<file path="src/rtl/lcd_nibble_ctrl.sv">
// lcd_nibble_ctrl
// Timing engine for an HD44780-compatible character LCD driven in 4-bit mode.
// A single byte-write strobe from the CPU IO decode is turned into two E
// pulses (high nibble, gap, low nibble) followed by the controller execution
// wait. After reset the block can optionally run the 4-bit power-on init
// sequence on its own. The busy flag is high for the whole of init, transfer
// and execution wait, and is low exactly while the engine sits in IDLE.
//
// All T_* parameters are in sys_clk cycles and must be at least 1; the delay
// counter is loaded with T_x-1 on state entry and counts down to zero.

module lcd_nibble_ctrl #(
  parameter int INIT_EN   = 1,
  parameter int T_POWERON = 1080000,
  parameter int T_INIT1   = 110700,
  parameter int T_INIT2   = 2700,
  parameter int T_AS      = 2,
  parameter int T_PW      = 8,
  parameter int T_H       = 2,
  parameter int T_GAP     = 27,
  parameter int T_EXEC    = 1080,
  parameter int T_CLEAR   = 41040,
  parameter int CW        = 21
) (
  input  logic       sys_clk,
  input  logic       rst_n,
  input  logic       wr,
  input  logic       wr_rs,
  input  logic [7:0] wr_data,
  output logic       busy,
  output logic       lcd_e,
  output logic       lcd_rw,
  output logic       lcd_rs,
  output logic [3:0] lcd_db
);

  typedef enum logic [2:0] {
    S_INIT_WAIT = 3'd0,
    S_SETUP     = 3'd1,
    S_E_HIGH    = 3'd2,
    S_HOLD      = 3'd3,
    S_GAP       = 3'd4,
    S_EXEC      = 3'd5,
    S_IDLE      = 3'd6
  } state_t;

  // Counter reload values (cycles minus one, since the counter ends at zero)
  localparam logic [CW-1:0] LD_POWERON = CW'(T_POWERON - 1);
  localparam logic [CW-1:0] LD_INIT1   = CW'(T_INIT1 - 1);
  localparam logic [CW-1:0] LD_INIT2   = CW'(T_INIT2 - 1);
  localparam logic [CW-1:0] LD_AS      = CW'(T_AS - 1);
  localparam logic [CW-1:0] LD_PW      = CW'(T_PW - 1);
  localparam logic [CW-1:0] LD_H       = CW'(T_H - 1);
  localparam logic [CW-1:0] LD_GAP     = CW'(T_GAP - 1);
  localparam logic [CW-1:0] LD_EXEC    = CW'(T_EXEC - 1);
  localparam logic [CW-1:0] LD_CLEAR   = CW'(T_CLEAR - 1);
  localparam logic [CW-1:0] CNT_ZERO   = {CW{1'b0}};
  localparam logic [CW-1:0] CNT_ONE    = {{(CW-1){1'b0}}, 1'b1};

  localparam logic          INIT_ON    = (INIT_EN != 0);
  localparam state_t        RST_STATE  = INIT_ON ? S_INIT_WAIT : S_IDLE;
  localparam logic [CW-1:0] RST_CNT    = INIT_ON ? LD_POWERON : CNT_ZERO;
  // Number of init nibbles; reaching it in INIT_WAIT ends the init sequence
  localparam logic [2:0]    INIT_LAST  = 3'd4;

  // Wait that follows an init nibble, indexed by how many nibbles are done
  function automatic logic [CW-1:0] init_wait_load(input logic [2:0] nib_done);
    logic [CW-1:0] ld;
    case (nib_done)
      3'd1:    ld = LD_INIT1;
      3'd2:    ld = LD_INIT2;
      default: ld = LD_EXEC;
    endcase
    return ld;
  endfunction

  // Clear display (0x01) and return home (0x02/0x03) need the long wait;
  // only commands qualify, a data byte of 0x01 is a normal write
  function automatic logic [CW-1:0] exec_load(input logic rs, input logic [7:0] b);
    logic [CW-1:0] ld;
    if (!rs && (b[7:2] == 6'd0)) begin
      ld = LD_CLEAR;
    end else begin
      ld = LD_EXEC;
    end
    return ld;
  endfunction

  // Init nibbles are 0x3, 0x3, 0x3 (8-bit resync) then 0x2 (switch to 4-bit)
  function automatic logic [3:0] init_nibble(input logic [2:0] nib_done);
    logic [3:0] nib;
    if (nib_done == 3'd3) begin
      nib = 4'h2;
    end else begin
      nib = 4'h3;
    end
    return nib;
  endfunction

  // Sequencer state
  state_t        state_r, state_s;
  logic [CW-1:0] cnt_r, cnt_s;
  logic          init_r, init_s;      // init sequence in progress
  logic [2:0]    step_r, step_s;      // init nibbles completed
  logic          low_r, low_s;        // current nibble is the low one
  logic          rs_lat_r, rs_lat_s;  // register select latched at acceptance
  logic [7:0]    byte_r, byte_s;      // byte latched at acceptance
  logic          accept_s;
  logic          cnt_done_s;

  // Registered pin/flag outputs
  logic          e_r, e_s;
  logic          rs_r, rs_s;
  logic [3:0]    db_r, db_s;
  logic          busy_r, busy_s;
  logic          rw_r;

  assign cnt_done_s = (cnt_r == CNT_ZERO);

  // State register: sequencer state, delay counter and transfer context
  always_ff @(posedge sys_clk or negedge rst_n) begin
    if (!rst_n) begin
      state_r  <= RST_STATE;
      cnt_r    <= RST_CNT;
      init_r   <= INIT_ON;
      step_r   <= 3'd0;
      low_r    <= 1'b0;
      rs_lat_r <= 1'b0;
      byte_r   <= 8'h00;
    end else begin
      state_r  <= state_s;
      cnt_r    <= cnt_s;
      init_r   <= init_s;
      step_r   <= step_s;
      low_r    <= low_s;
      rs_lat_r <= rs_lat_s;
      byte_r   <= byte_s;
    end
  end

  // Next-state logic: advance on counter expiry, reload counter on entry
  always_comb begin
    state_s  = state_r;
    cnt_s    = cnt_done_s ? cnt_r : (cnt_r - CNT_ONE);
    init_s   = init_r;
    step_s   = step_r;
    low_s    = low_r;
    rs_lat_s = rs_lat_r;
    byte_s   = byte_r;
    accept_s = 1'b0;
    case (state_r)
      S_INIT_WAIT: begin
        if (cnt_done_s) begin
          if (step_r == INIT_LAST) begin
            state_s = S_IDLE;
            init_s  = 1'b0;
          end else begin
            state_s = S_SETUP;
            cnt_s   = LD_AS;
          end
        end else begin
          state_s = S_INIT_WAIT;
        end
      end
      S_SETUP: begin
        if (cnt_done_s) begin
          state_s = S_E_HIGH;
          cnt_s   = LD_PW;
        end else begin
          state_s = S_SETUP;
        end
      end
      S_E_HIGH: begin
        if (cnt_done_s) begin
          state_s = S_HOLD;
          cnt_s   = LD_H;
        end else begin
          state_s = S_E_HIGH;
        end
      end
      S_HOLD: begin
        if (!cnt_done_s) begin
          state_s = S_HOLD;
        end else if (init_r) begin
          state_s = S_INIT_WAIT;
          step_s  = step_r + 3'd1;
          cnt_s   = init_wait_load(step_r + 3'd1);
        end else if (!low_r) begin
          state_s = S_GAP;
          cnt_s   = LD_GAP;
        end else begin
          state_s = S_EXEC;
          cnt_s   = exec_load(rs_lat_r, byte_r);
        end
      end
      S_GAP: begin
        if (cnt_done_s) begin
          state_s = S_SETUP;
          low_s   = 1'b1;
          cnt_s   = LD_AS;
        end else begin
          state_s = S_GAP;
        end
      end
      S_EXEC: begin
        if (cnt_done_s) begin
          state_s = S_IDLE;
        end else begin
          state_s = S_EXEC;
        end
      end
      S_IDLE: begin
        // Writes outside IDLE are dropped simply by never reaching this branch
        if (wr && !busy_r) begin
          accept_s = 1'b1;
          state_s  = S_SETUP;
          cnt_s    = LD_AS;
          low_s    = 1'b0;
          rs_lat_s = wr_rs;
          byte_s   = wr_data;
        end else begin
          state_s  = S_IDLE;
        end
      end
      default: begin
        state_s = S_IDLE;
        cnt_s   = CNT_ZERO;
        init_s  = 1'b0;
      end
    endcase
  end

  // Output decode from the next state so the pins change with the state
  always_comb begin
    e_s    = (state_s == S_E_HIGH);
    busy_s = (state_s != S_IDLE);
    rs_s   = rs_r;
    db_s   = db_r;
    if (accept_s) begin
      rs_s = wr_rs;
      db_s = wr_data[7:4];
    end else if ((state_r == S_GAP) && (state_s == S_SETUP)) begin
      db_s = byte_r[3:0];
    end else if ((state_r == S_INIT_WAIT) && (state_s == S_SETUP)) begin
      rs_s = 1'b0;
      db_s = init_nibble(step_r);
    end else begin
      // RS/DB hold their value through SETUP, E_HIGH, HOLD, EXEC and IDLE
      rs_s = rs_r;
      db_s = db_r;
    end
  end

  // Output registers; reset clears E asynchronously, even mid-pulse
  always_ff @(posedge sys_clk or negedge rst_n) begin
    if (!rst_n) begin
      e_r    <= 1'b0;
      rs_r   <= 1'b0;
      db_r   <= 4'h0;
      busy_r <= INIT_ON;
      rw_r   <= 1'b0;
    end else begin
      e_r    <= e_s;
      rs_r   <= rs_s;
      db_r   <= db_s;
      busy_r <= busy_s;
      rw_r   <= 1'b0;
    end
  end

  assign lcd_e  = e_r;
  assign lcd_rs = rs_r;
  assign lcd_db = db_r;
  assign lcd_rw = rw_r;
  assign busy   = busy_r;

endmodule

</file>
<file path="config.mk">
export PLATFORM = sky130hd
export DESIGN_NAME = lcd_nibble_ctrl
export DESIGN_NICKNAME = d
export VERILOG_FILES = /design/src/rtl/lcd_nibble_ctrl.sv
export SDC_FILE = /design/constraint.sdc
export NUM_CORES = 1
export LEC_CHECK = 0
export CAP_MARGIN = 20
export CORE_AREA = 2 2 77 79
export CTS_BUF_LIST = sky130_fd_sc_hd__clkbuf_4 sky130_fd_sc_hd__clkbuf_8
export CTS_CLUSTER_DIAMETER = 100
export DETAILED_ROUTE_END_ITERATION = 10
export DIE_AREA = 0 0 79 81
export DONT_BUFFER_PORTS = 1
export PLACE_DENSITY_LB_ADDON = 0.15
export SLEW_MARGIN = 20
export SYNTH_ARGS = -nofsm -noshare
export SYNTH_HDL_FRONTEND = slang
export SYNTH_SLANG_ARGS = --single-unit
</file>
<file path="constraint.sdc">
create_clock -name sys_clk -period 5.1 [get_ports sys_clk]
set_clock_uncertainty 0.05 [all_clocks]
set_input_delay 0.255 -clock sys_clk [delete_from_list [all_inputs] [get_ports sys_clk]]
set_output_delay 0.255 -clock sys_clk [all_outputs]
set_load 0.05 [all_outputs]
</file>
# Word level (Yosys, flattened, before mapping)
# Index checks and enable logic that the tools add are counted.
# word_totals
register_bits	45
word_cells	89
# op_classes
n_eq_ne	18
n_bitwise	1
muxes	38
reduce_logical	19
addsub	2
# op_table
op	count
$mux W21	8
$pmux W21 S6	1
$pmux W17 S2	1
$mux W16	2
$logic_not A21 Y1	1
$pmux W3 S7	1
$sub A21 B1 Y21 const B	1
$mux W3	6
$eq A3 B2 Y1 const B	5
$eq A3 B3 Y1 const B	4
$mux W1	12
$mux W4	3
$ne A2 B2 Y1 const B	5
$eq A3 B1 Y1 const B	3
$reduce_and A3 Y1	3
$logic_not A6 Y1	1
$reduce_or A6 Y1	1
$logic_and A1 B1 Y1	4
$mux W2	2
$pmux W1 S2	2
$reduce_and A2 Y1	2
$reduce_bool A2 Y1	2
$add A3 B1 Y3 const B	1
$logic_not A3 Y1	1
other kinds (5)	6

# Depth between registers and ports, before layout
# Gate-level depths: netlist of the first run.
# logic_depth
ltp_word	9
mapped_depth	13
depth_no_buf	11

# Least setup slack after synthesis of the first run
# No wires, ideal clock.
# synth_timing
path_type	register to register
startpoint	register cnt_r[0]
endpoint	register cnt_r[0]
slack_ns	2.503
setup_time_ns	0.088
n_path_buf	2
arrival_time_ns	2.459
required_ns	4.962
period_less_slack_ns	2.597
stages_incl_launch_ff	14
path_cell_list	dfstp_2 -> inv_1 -> ha_1 -> nor4b_2 -> and4_1 -> and2_2 -> buf_6 -> inv_2 -> buf_2 -> ha_1 -> nor3_1 -> a21oi_1 -> o221ai_1 -> o21ai_0
# synth_between
elab_chain_cells	5
# synth_lines
item	line	text
start: declaration	102	logic [CW-1:0] cnt_r, cnt_s;
start signal: assignment	132	cnt_r <= cnt_s;
$sub A21 B1 Y21 / $logic_not A21 Y1 (equally long branches)	144, 118	
$mux W21	144	cnt_s = cnt_done_s ? cnt_r : (cnt_r - CNT_ONE);
$mux W21	154	if (step_r == INIT_LAST) begin
$mux W21	153	if (cnt_done_s) begin
$pmux W21 S6 *	151	case (state_r)
net cnt_s[0]	102	
# The timed path passes the listed nets; every way through them passes the cells marked *.
# A chain may end at the register's enable or synchronous reset.

# Final worst setup path of the first run
# layout_timing
startpoint	register cnt_r[12]
endpoint	register cnt_r[0]
# layout_between
elab_chain_cells	5
# layout_lines
item	line	text
$logic_not A21 Y1 *	118	assign cnt_done_s = (cnt_r == CNT_ZERO);
$mux W21	144	
$mux W21	154	
$mux W21	153	
$pmux W21 S6 *	151	
net cnt_s[0]	102	
# Marked as above.

==> results.rst, run 1 <==
.. list-table::
   :header-rows: 1

   * - Metric
     - Value
   * - Fraction of synthesis flops using an asynchronous set or reset pin
     - 100%
   * - Worst hold path class
     - primary input to flop
   * - Iter 0 DRT Violations
     - 124
   * - Maximum buffer depth of the clock tree
     - 2
   * - Post-route DRC violation count
     - 0
   * - Final setup TNS
     - 0 ns
   * - Number of top-level pins
     - 20
   * - Most repeated library cell on the critical path
     - sky130_fd_sc_hd__o21ai_0
   * - CP Data Required Time
     - 5.26 ns
   * - Maximum number of pins on one net before global-route repair
     - 46
   * - Startpoint types
     - flop
   * - Via count of the first global-routing pass
     - 1,993
   * - Arithmetic-cell share of the synthesized area counting full adders, half adders and majority gates
     - 3.25%
   * - # H-tree levels
     - 2
   * - RePlAce Congestion
     - 0.873
   * - Worst-path maximum fanout
     - 18
   * - Share of cell area taken by muxes after synthesis
     - 1.16%
   * - Syn avg cell area
     - 9.39 sq um
   * - Chip Width
     - 79 um
   * - Total power density per cell area
     - 275 nW/um^2
   * - Worst setup path class
     - flop to flop
   * - Setup repair after global routing missed its margin
     - no
   * - Arrival time reported for the critical path endpoint
     - 3.04 ns
   * - Total Nets Final
     - 304
   * - HPWL Detailed
     - 4380 um
   * - Starting density of the core
     - 47.5%
   * - Post-CTS Hold Fix Bufs
     - 4
   * - Total inserted antenna cells
     - 0
   * - Outcome
     - finished clean
   * - Worst hold margin
     - 0.0123 ns
   * - Total of fill cells in the finished design
     - 574
   * - Max incr delay on CP
     - 0.69 ns
   * - Total via count after detailed routing
     - 2,094
   * - Largest cells by area after synthesis
     - sky130_fd_sc_hd__dfrtp_1 28%, sky130_fd_sc_hd__dfstp_2 15%, sky130_fd_sc_hd__nand2_1 5.9%, sky130_fd_sc_hd__nor2_1 3.3%, sky130_fd_sc_hd__ha_1 3.3%
   * - Share of the cycle needed by the critical path after routing
     - 56.4%
   * - Number of sinks driven by the clock tree
     - 45
   * - GRT Resource Usage Total
     - 21.0%
   * - Most frequent cells after synthesis
     - 42 x sky130_fd_sc_hd__nand2_1, 30 x sky130_fd_sc_hd__dfrtp_1, 24 x sky130_fd_sc_hd__nor2_1, 15 x sky130_fd_sc_hd__a21oi_1, 15 x sky130_fd_sc_hd__dfstp_2
   * - Total nets after synthesis
     - 306
   * - Netlist area before placement
     - 2690 sq um
   * - Synthesized netlist cell count
     - 287
   * - First element of the critical path
     - cnt_r[12]
   * - Synth Area in Simple Gates
     - 24.7%
   * - Final-report setup violation count
     - 0
   * - Launching point of the worst reg2reg path
     - cnt_r[12]
   * - Cts bufs inserted
     - 5
   * - R2R Path End
     - cnt_r[0]
   * - Number of buffer cells added on primary ports
     - 0
   * - Clock tree from TritonCTS
     - done
   * - Part of the Yosys area used for sequential elements
     - 42.5%
   * - Synth-to-Final Area Change
     - 6.55%
   * - Leakage dissipation
     - 1.11 nW
   * - Pre-antenna DRT Iters
     - 4
   * - Final Hold Viols
     - 0
   * - Ratio of cells with drive above 1 in the final layout
     - 16.1%
   * - Area leader, netlist
     - sky130_fd_sc_hd__dfrtp_1
   * - Category of the worst setup path capture point
     - flop
   * - Worst r2r path cells
     - 9
   * - Cells traversed along the worst timing path
     - or4_1 -> nor2_4 -> and2_2 -> inv_2 -> ha_1 -> nor3_1 -> o21ai_0 -> o2111ai_1 -> o21ai_0
   * - Startpoint of the lowest-slack hold path
     - wr_data[2]
   * - Number of antenna violations at the first check in global routing
     - 0
   * - Number of synthesized register bits
     - 45
   * - Placed inst area
     - 2690 sq um
   * - Final design area excluding fillers
     - 2870 sq um
   * - Top FF cell, synth
     - sky130_fd_sc_hd__dfrtp_1
   * - Grt ovf
     - 0
   * - Clock-pin slew on the worst setup and hold paths
     - 0.09 ns
   * - Max-Cap Viols
     - 0
   * - Capture point of the critical path
     - cnt_r[0]
   * - Buffers inserted during post-CTS setup optimization
     - 0
   * - Worst path slowest cell
     - sky130_fd_sc_hd__or4_1
   * - Total number of yosys warnings
     - 0
   * - Final wirelength
     - 6230 um
   * - Share of the synthesized area in the top cell type
     - 27.9%
   * - Global-route wire length before repair
     - 10,300 um
   * - Clock network latency to the later pin of the worst-skew pair
     - 0.30 ns
   * - Synth cell types
     - 72
   * - Number of flops mapped to enable cells by yosys
     - 0
   * - Final critical-path required period
     - 2.88 ns
   * - Dominant combinational cell family by area after synthesis
     - simple AND/OR/NAND/NOR gates
   * - Slack of the worst reg-to-reg path
     - 2.22 ns
   * - Number of placement rows
     - 28
   * - Peak supply drop
     - 0.117 mV
   * - Chip Height
     - 81 um
   * - Most instantiated library cell after synthesis
     - sky130_fd_sc_hd__nand2_1
   * - Antenna-violating nets left
     - 0
   * - Worst rel slew slack
     - 43.0%
   * - Die ar.
     - 6400 sq um
   * - Achievable clock frequency
     - 347 MHz
   * - Avg Vias per Cell
     - 5.80
   * - Worst Tran Pin Value
     - 0.853 ns
   * - Post-DR wirelength/cell
     - 17.3 um
   * - Area of the core
     - 5680 sq um
   * - Final slew viol count
     - 0
   * - Post-synthesis share of cell area spent on xor and xnor gates
     - 4.88%
   * - PostCTS Resize Cnt
     - 0
   * - Compound-gate portion of the synthesized area
     - 17.9%
   * - Cell at the root of the clock tree
     - sky130_fd_sc_hd__clkbuf_8
==> routing by layer <==
metal  wire, um  vias up  global-route usage [%]
met5          0        -                       0
met4        105        0                    5.86
met3        261       11                    3.78
met2       2900       44                    32.9
met1       2970     1010                    30.1
li1           -     1029                       -
==> worst max-delay path, delay by kind of cell, from the launching register on <==
family          cells  cell delay, ns
buf+inv             1            0.17
fa+ha+maj           1            0.34
compound gates      3            0.40
flops               1            0.40
simple gates        4            1.44
==> how the worst min path moves through the flow <==
stage          cells after the start         to  slack, ns
2_1_floorplan                      0  byte_r[0]      -0.09
3_3_place_gp                       0   cnt_r[6]      -0.09
3_5_place_dp                       0   cnt_r[6]      -0.09
4_1_cts                            2  byte_r[2]      0.007
5_1_grt                            2  byte_r[2]      0.005
6_report                           2  byte_r[2]       0.01
==> state kept, by name (all words and copies together), names as in the netlist, 3 cells and up <==
name     cells
lcd_db       4
state_r      3
byte_r       8
step_r       3
cnt_r       21
==> power breakdown <==
part	internal, mW	switching [mW]
Combinational	0.0377	0.0379
Clock	0.159	0.124
Sequential	0.392	0.0370
Total	0.589	0.199
==> per-stage QoR <==
stage / std cells / setup slack, ns / util (%) / total power, mW
floorplan: 287 / 2.50 / - / 0.483
global placement: 349 / 2.35 / 47.4 / 0.497
detailed placement: 349 / 2.27 / 47.4 / 0.498
CTS: 361 / 2.24 / 50.6 / 0.794
global route: 361 / 2.07 / 50.6 / 0.820
finish: 361 / 2.22 / 50.6 / 0.788
==> cell type report <==
| type | count | area, sq um | share of cell area [%] |
|---|---|---|---|
| sequential | 45 | 1140 | 39.9 |
| clock inverter | 2 | 37.5 | 1.31 |
| multi-input combinational | 215 | 1400 | 48.8 |
| timing repair buffer | 4 | 57.6 | 2.01 |
| inverter | 14 | 52.6 | 1.83 |
| tap | 75 | 93.8 | 3.27 |
| clock buffer | 6 | 82.6 | 2.88 |
==> cells in the final DEF, fill, tap and decap left out, types with 3 or more instances in the layout <==
master / Yosys / layout
sky130_fd_sc_hd__a21oi_1: 15 / 15
sky130_fd_sc_hd__a22oi_1: 4 / 4
sky130_fd_sc_hd__a31oi_1: 6 / 6
sky130_fd_sc_hd__clkbuf_8: 1 / 6
sky130_fd_sc_hd__dfrtp_1: 30 / 30
sky130_fd_sc_hd__dfstp_2: 15 / 15
sky130_fd_sc_hd__dlygate4sd3_1: 0 / 3
sky130_fd_sc_hd__ha_1: 7 / 7
sky130_fd_sc_hd__inv_1: 12 / 12
sky130_fd_sc_hd__nand2_1: 42 / 42
sky130_fd_sc_hd__nand3_1: 7 / 7
sky130_fd_sc_hd__nand4_1: 4 / 4
sky130_fd_sc_hd__nor2_1: 24 / 24
sky130_fd_sc_hd__nor3_1: 11 / 11
sky130_fd_sc_hd__nor4_1: 5 / 5
sky130_fd_sc_hd__o21ai_0: 10 / 10
sky130_fd_sc_hd__o31a_1: 4 / 4
sky130_fd_sc_hd__or2_2: 5 / 5
sky130_fd_sc_hd__xnor2_1: 7 / 7
sky130_fd_sc_hd__xor2_1: 8 / 8
==> logic make-up (layout without fill, tap and decap cells) <==
family / Yosys count / in the layout
other cells: 1 / 1
compound gates: 66 / 66
flops: 45 / 45
buf+inv: 27 / 26
mux: 3 / 3
fa+ha+maj: 7 / 7
xor+xnor: 15 / 15
simple gates: 123 / 123
(Power assumes the default switching activity.)
==> inputs of run 2 (changes only) <==
==> constraint.sdc (replaced) <==
create_clock -name sys_clk -period 2.3 [get_ports sys_clk]
set_clock_uncertainty 0.05 [all_clocks]
set_input_delay 0.115 -clock sys_clk [delete_from_list [all_inputs] [get_ports sys_clk]]
set_output_delay 0.115 -clock sys_clk [all_outputs]
set_load 0.05 [all_outputs]
==> run 2 against run 1 <==
  * First-iteration DRC count up 23%
  * Critical endpoint is now busy
  * Utilization up 6.7 points
  * Final cell count up 11%
  * Critical path type unchanged
  * Largest power group unchanged
==> results.rst, run 2 (synthesized netlist as in run 1, its figures left out) <==
.. list-table::
   :header-rows: 1

   * - Metric
     - Value
   * - Chip Width
     - 79 um (unchanged)
   * - Final-report setup violation count
     - 0 (unchanged)
   * - Total inserted antenna cells
     - 0 (unchanged)
   * - Post-route DRC violation count
     - 0 (unchanged)
   * - Startpoint types
     - flop (unchanged)
   * - Maximum buffer depth of the clock tree
     - 2 (unchanged)
   * - GRT Resource Usage Total
     - 22.7% (was 21.0%)
   * - Total of fill cells in the finished design
     - 501 (was 574)
   * - Antenna-violating nets left
     - 0 (unchanged)
   * - Die ar.
     - 6400 sq um (unchanged)
   * - Setup repair after global routing missed its margin
     - no (unchanged)
   * - RePlAce Congestion
     - 0.967 (was 0.873)
   * - Iter 0 DRT Violations
     - 152 (was 124)
   * - Number of top-level pins
     - 20 (unchanged)
   * - Clock-pin slew on the worst setup and hold paths
     - 0.09 ns (about the same)
   * - Post-DR wirelength/cell
     - 16.6 um (was 17.3 um)
   * - CP Data Required Time
     - 2.47 ns (was 5.26 ns)
   * - Achievable clock frequency
     - 455 MHz (was 347 MHz)
   * - # H-tree levels
     - 2 (unchanged)
   * - Number of sinks driven by the clock tree
     - 45 (unchanged)
   * - Chip Height
     - 81 um (unchanged)
   * - Final design area excluding fillers
     - 3250 sq um (was 2870 sq um)
   * - Peak supply drop
     - 0.235 mV (was 0.117 mV)
   * - Arrival time reported for the critical path endpoint
     - 2.36 ns (was 3.04 ns)
   * - Leakage dissipation
     - 1.31 nW (was 1.11 nW)
   * - Category of the worst setup path capture point
     - flop (unchanged)
   * - HPWL Detailed
     - 4740 um (was 4380 um)
   * - Final wirelength
     - 6640 um (was 6230 um)
   * - Worst rel slew slack
     - 55.3% (was 43.0%)
   * - Worst hold path class
     - primary input to flop (unchanged)
   * - Starting density of the core
     - 47.5% (unchanged)
   * - Outcome
     - finished clean (unchanged)
   * - Share of the cycle needed by the critical path after routing
     - 95.6% (was 56.4%)
   * - Power Total
     - 1.76 mW (was 788 uW)
   * - Cell at the root of the clock tree
     - sky130_fd_sc_hd__clkbuf_8 (unchanged)
   * - Number of buffer cells added on primary ports
     - 0 (unchanged)
   * - Maximum number of pins on one net before global-route repair
     - 46 (unchanged)
   * - Ratio of cells with drive above 1 in the final layout
     - 26.5% (was 16.1%)
   * - Final slew viol count
     - 0 (unchanged)
   * - Flip-flop count of the largest register after layout
     - 21 (unchanged)
   * - Worst setup path class
     - flop to flop (unchanged)
   * - Pre-antenna DRT Iters
     - 5 (was 4)
   * - Via count of the first global-routing pass
     - 2,223 (was 1,993)
   * - Final critical-path required period
     - 2.20 ns (was 2.88 ns)
   * - Total Nets Final
     - 343 (was 304)
   * - Global-route wire length before repair
     - 11,200 um (was 10,300 um)
   * - Synth-to-Final Area Change
     - 20.6% (was 6.55%)
   * - Total power density per cell area
     - 540 nW/um^2 (was 275 nW/um^2)
   * - Final setup TNS
     - 0 ns (unchanged)
   * - Number of antenna violations at the first check in global routing
     - 0 (unchanged)
   * - Clock network latency to the later pin of the worst-skew pair
     - 0.30 ns (about the same)
   * - Grt ovf
     - 0 (unchanged)
   * - Placed inst area
     - 2920 sq um (was 2690 sq um)
   * - Clock tree from TritonCTS
     - done (unchanged)
   * - Avg Vias per Cell
     - 5.72 (was 5.80)
   * - Max-Cap Viols
     - 0 (unchanged)
   * - Final Hold Viols
     - 0 (unchanged)
   * - Worst Tran Pin Value
     - 0.665 ns (was 0.853 ns)
   * - Worst-path maximum fanout
     - 7 (was 18)
   * - Register ranked first by flip-flop count
     - cnt_r (unchanged)
   * - Most common library cell in the layout ignoring fill and taps
     - sky130_fd_sc_hd__nand2_1 (unchanged)
   * - Cts bufs inserted
     - 5 (unchanged)
   * - Total via count after detailed routing
     - 2,286 (was 2,094)
   * - Number of placement rows
     - 28 (unchanged)
   * - Commonest cells after routing, fill and taps aside
     - 42 x sky130_fd_sc_hd__nand2_1, 31 x sky130_fd_sc_hd__buf_4, 30 x sky130_fd_sc_hd__dfrtp_1 (was 42 x sky130_fd_sc_hd__nand2_1, 30 x sky130_fd_sc_hd__dfrtp_1, 24 x sky130_fd_sc_hd__nor2_1)
   * - Area of the core
     - 5680 sq um (unchanged)
==> run 2: report_power, final <==
part           leakage, nW  switching, mW  total, mW  internal [mW]
Sequential           0.519         0.0823      0.952          0.869
Combinational        0.734         0.0935      0.201          0.108
Clock               0.0543          0.277      0.602          0.325
Total                 1.31          0.453       1.76           1.30
==> run 2: layout make-up <==
type                    instances  area (sq um)  area share (%)
multi-input cells             215          1450            44.7
flip-flops and latches         45          1140            35.2
clock buffers                   5          68.8            2.12
clock inverters                 3          46.3            1.42
repair buffers                 43           380            11.7
well taps                      75          93.8            2.89
inverters                      14          62.6            1.93
==> run 2: stage by stage <==
stage | hold slack (ns) | setup slack [ns] | cells | utilization [%]
5_1_grt | 0.289 | 0.00300 | 400 | 57.3
3_3_place_gp | -0.229 | 0.0626 | 373 | 51.4
2_1_floorplan | -0.231 | -0.0334 | 287 | -
3_5_place_dp | -0.229 | 0.0191 | 373 | 51.4
6_report | 0.259 | 0.102 | 400 | 57.3
4_1_cts | 0.253 | 0.00951 | 392 | 55.7
==> run 2: worst max-delay path, stage by stage (launching register included) <==
cell and delay [ns]:
sky130_fd_sc_hd__dfstp_2 0.40, sky130_fd_sc_hd__inv_2 0.07, sky130_fd_sc_hd__ha_4 0.12, sky130_fd_sc_hd__nor4b_4 0.27, sky130_fd_sc_hd__and4_1 0.46, sky130_fd_sc_hd__a21oi_2 0.09, sky130_fd_sc_hd__a211o_1 0.27, sky130_fd_sc_hd__or3b_1 0.39
==> run 2: repair_timing <==
action / CTS / global route
hold buffers: 11 / 0
setup buffers: 0 / 8
pin swaps: 0 / 8
gates resized for setup: 1 / 6
setup endpoints to repair: 1 / 5
endpoints found under the hold margin: 58 / 0
==> run 2: worst paths after layout <==
check / startpoint / end / slack, ns / cells past startpoint
max: cnt_r[1] / busy / 0.10 / 7
min: wr / byte_r[3] / 0.26 / 5
max reg2reg: cnt_r[1] / busy / 0.10 / 7
min reg2reg: rs_lat_r / rs_lat_r / 0.44 / 2
max in group asynchronous: rst_n / busy / 1.62 / 2
min in group asynchronous: rst_n / cnt_r[10] / 0.31 / 2
==> run 2: per-layer routing <==
layer | wire length, um | GRT usage [%] | vias to the layer above | part of all wire, %
met3 | 286 | 3.89 | 16 | 4.3
met4 | 163 | 7.93 | 0 | 2.5
met5 | 0 | 0 | - | 0
met2 | 3270 | 37.8 | 64 | 49
li1 | - | - | 1112 | -
met1 | 2920 | 30.1 | 1094 | 44
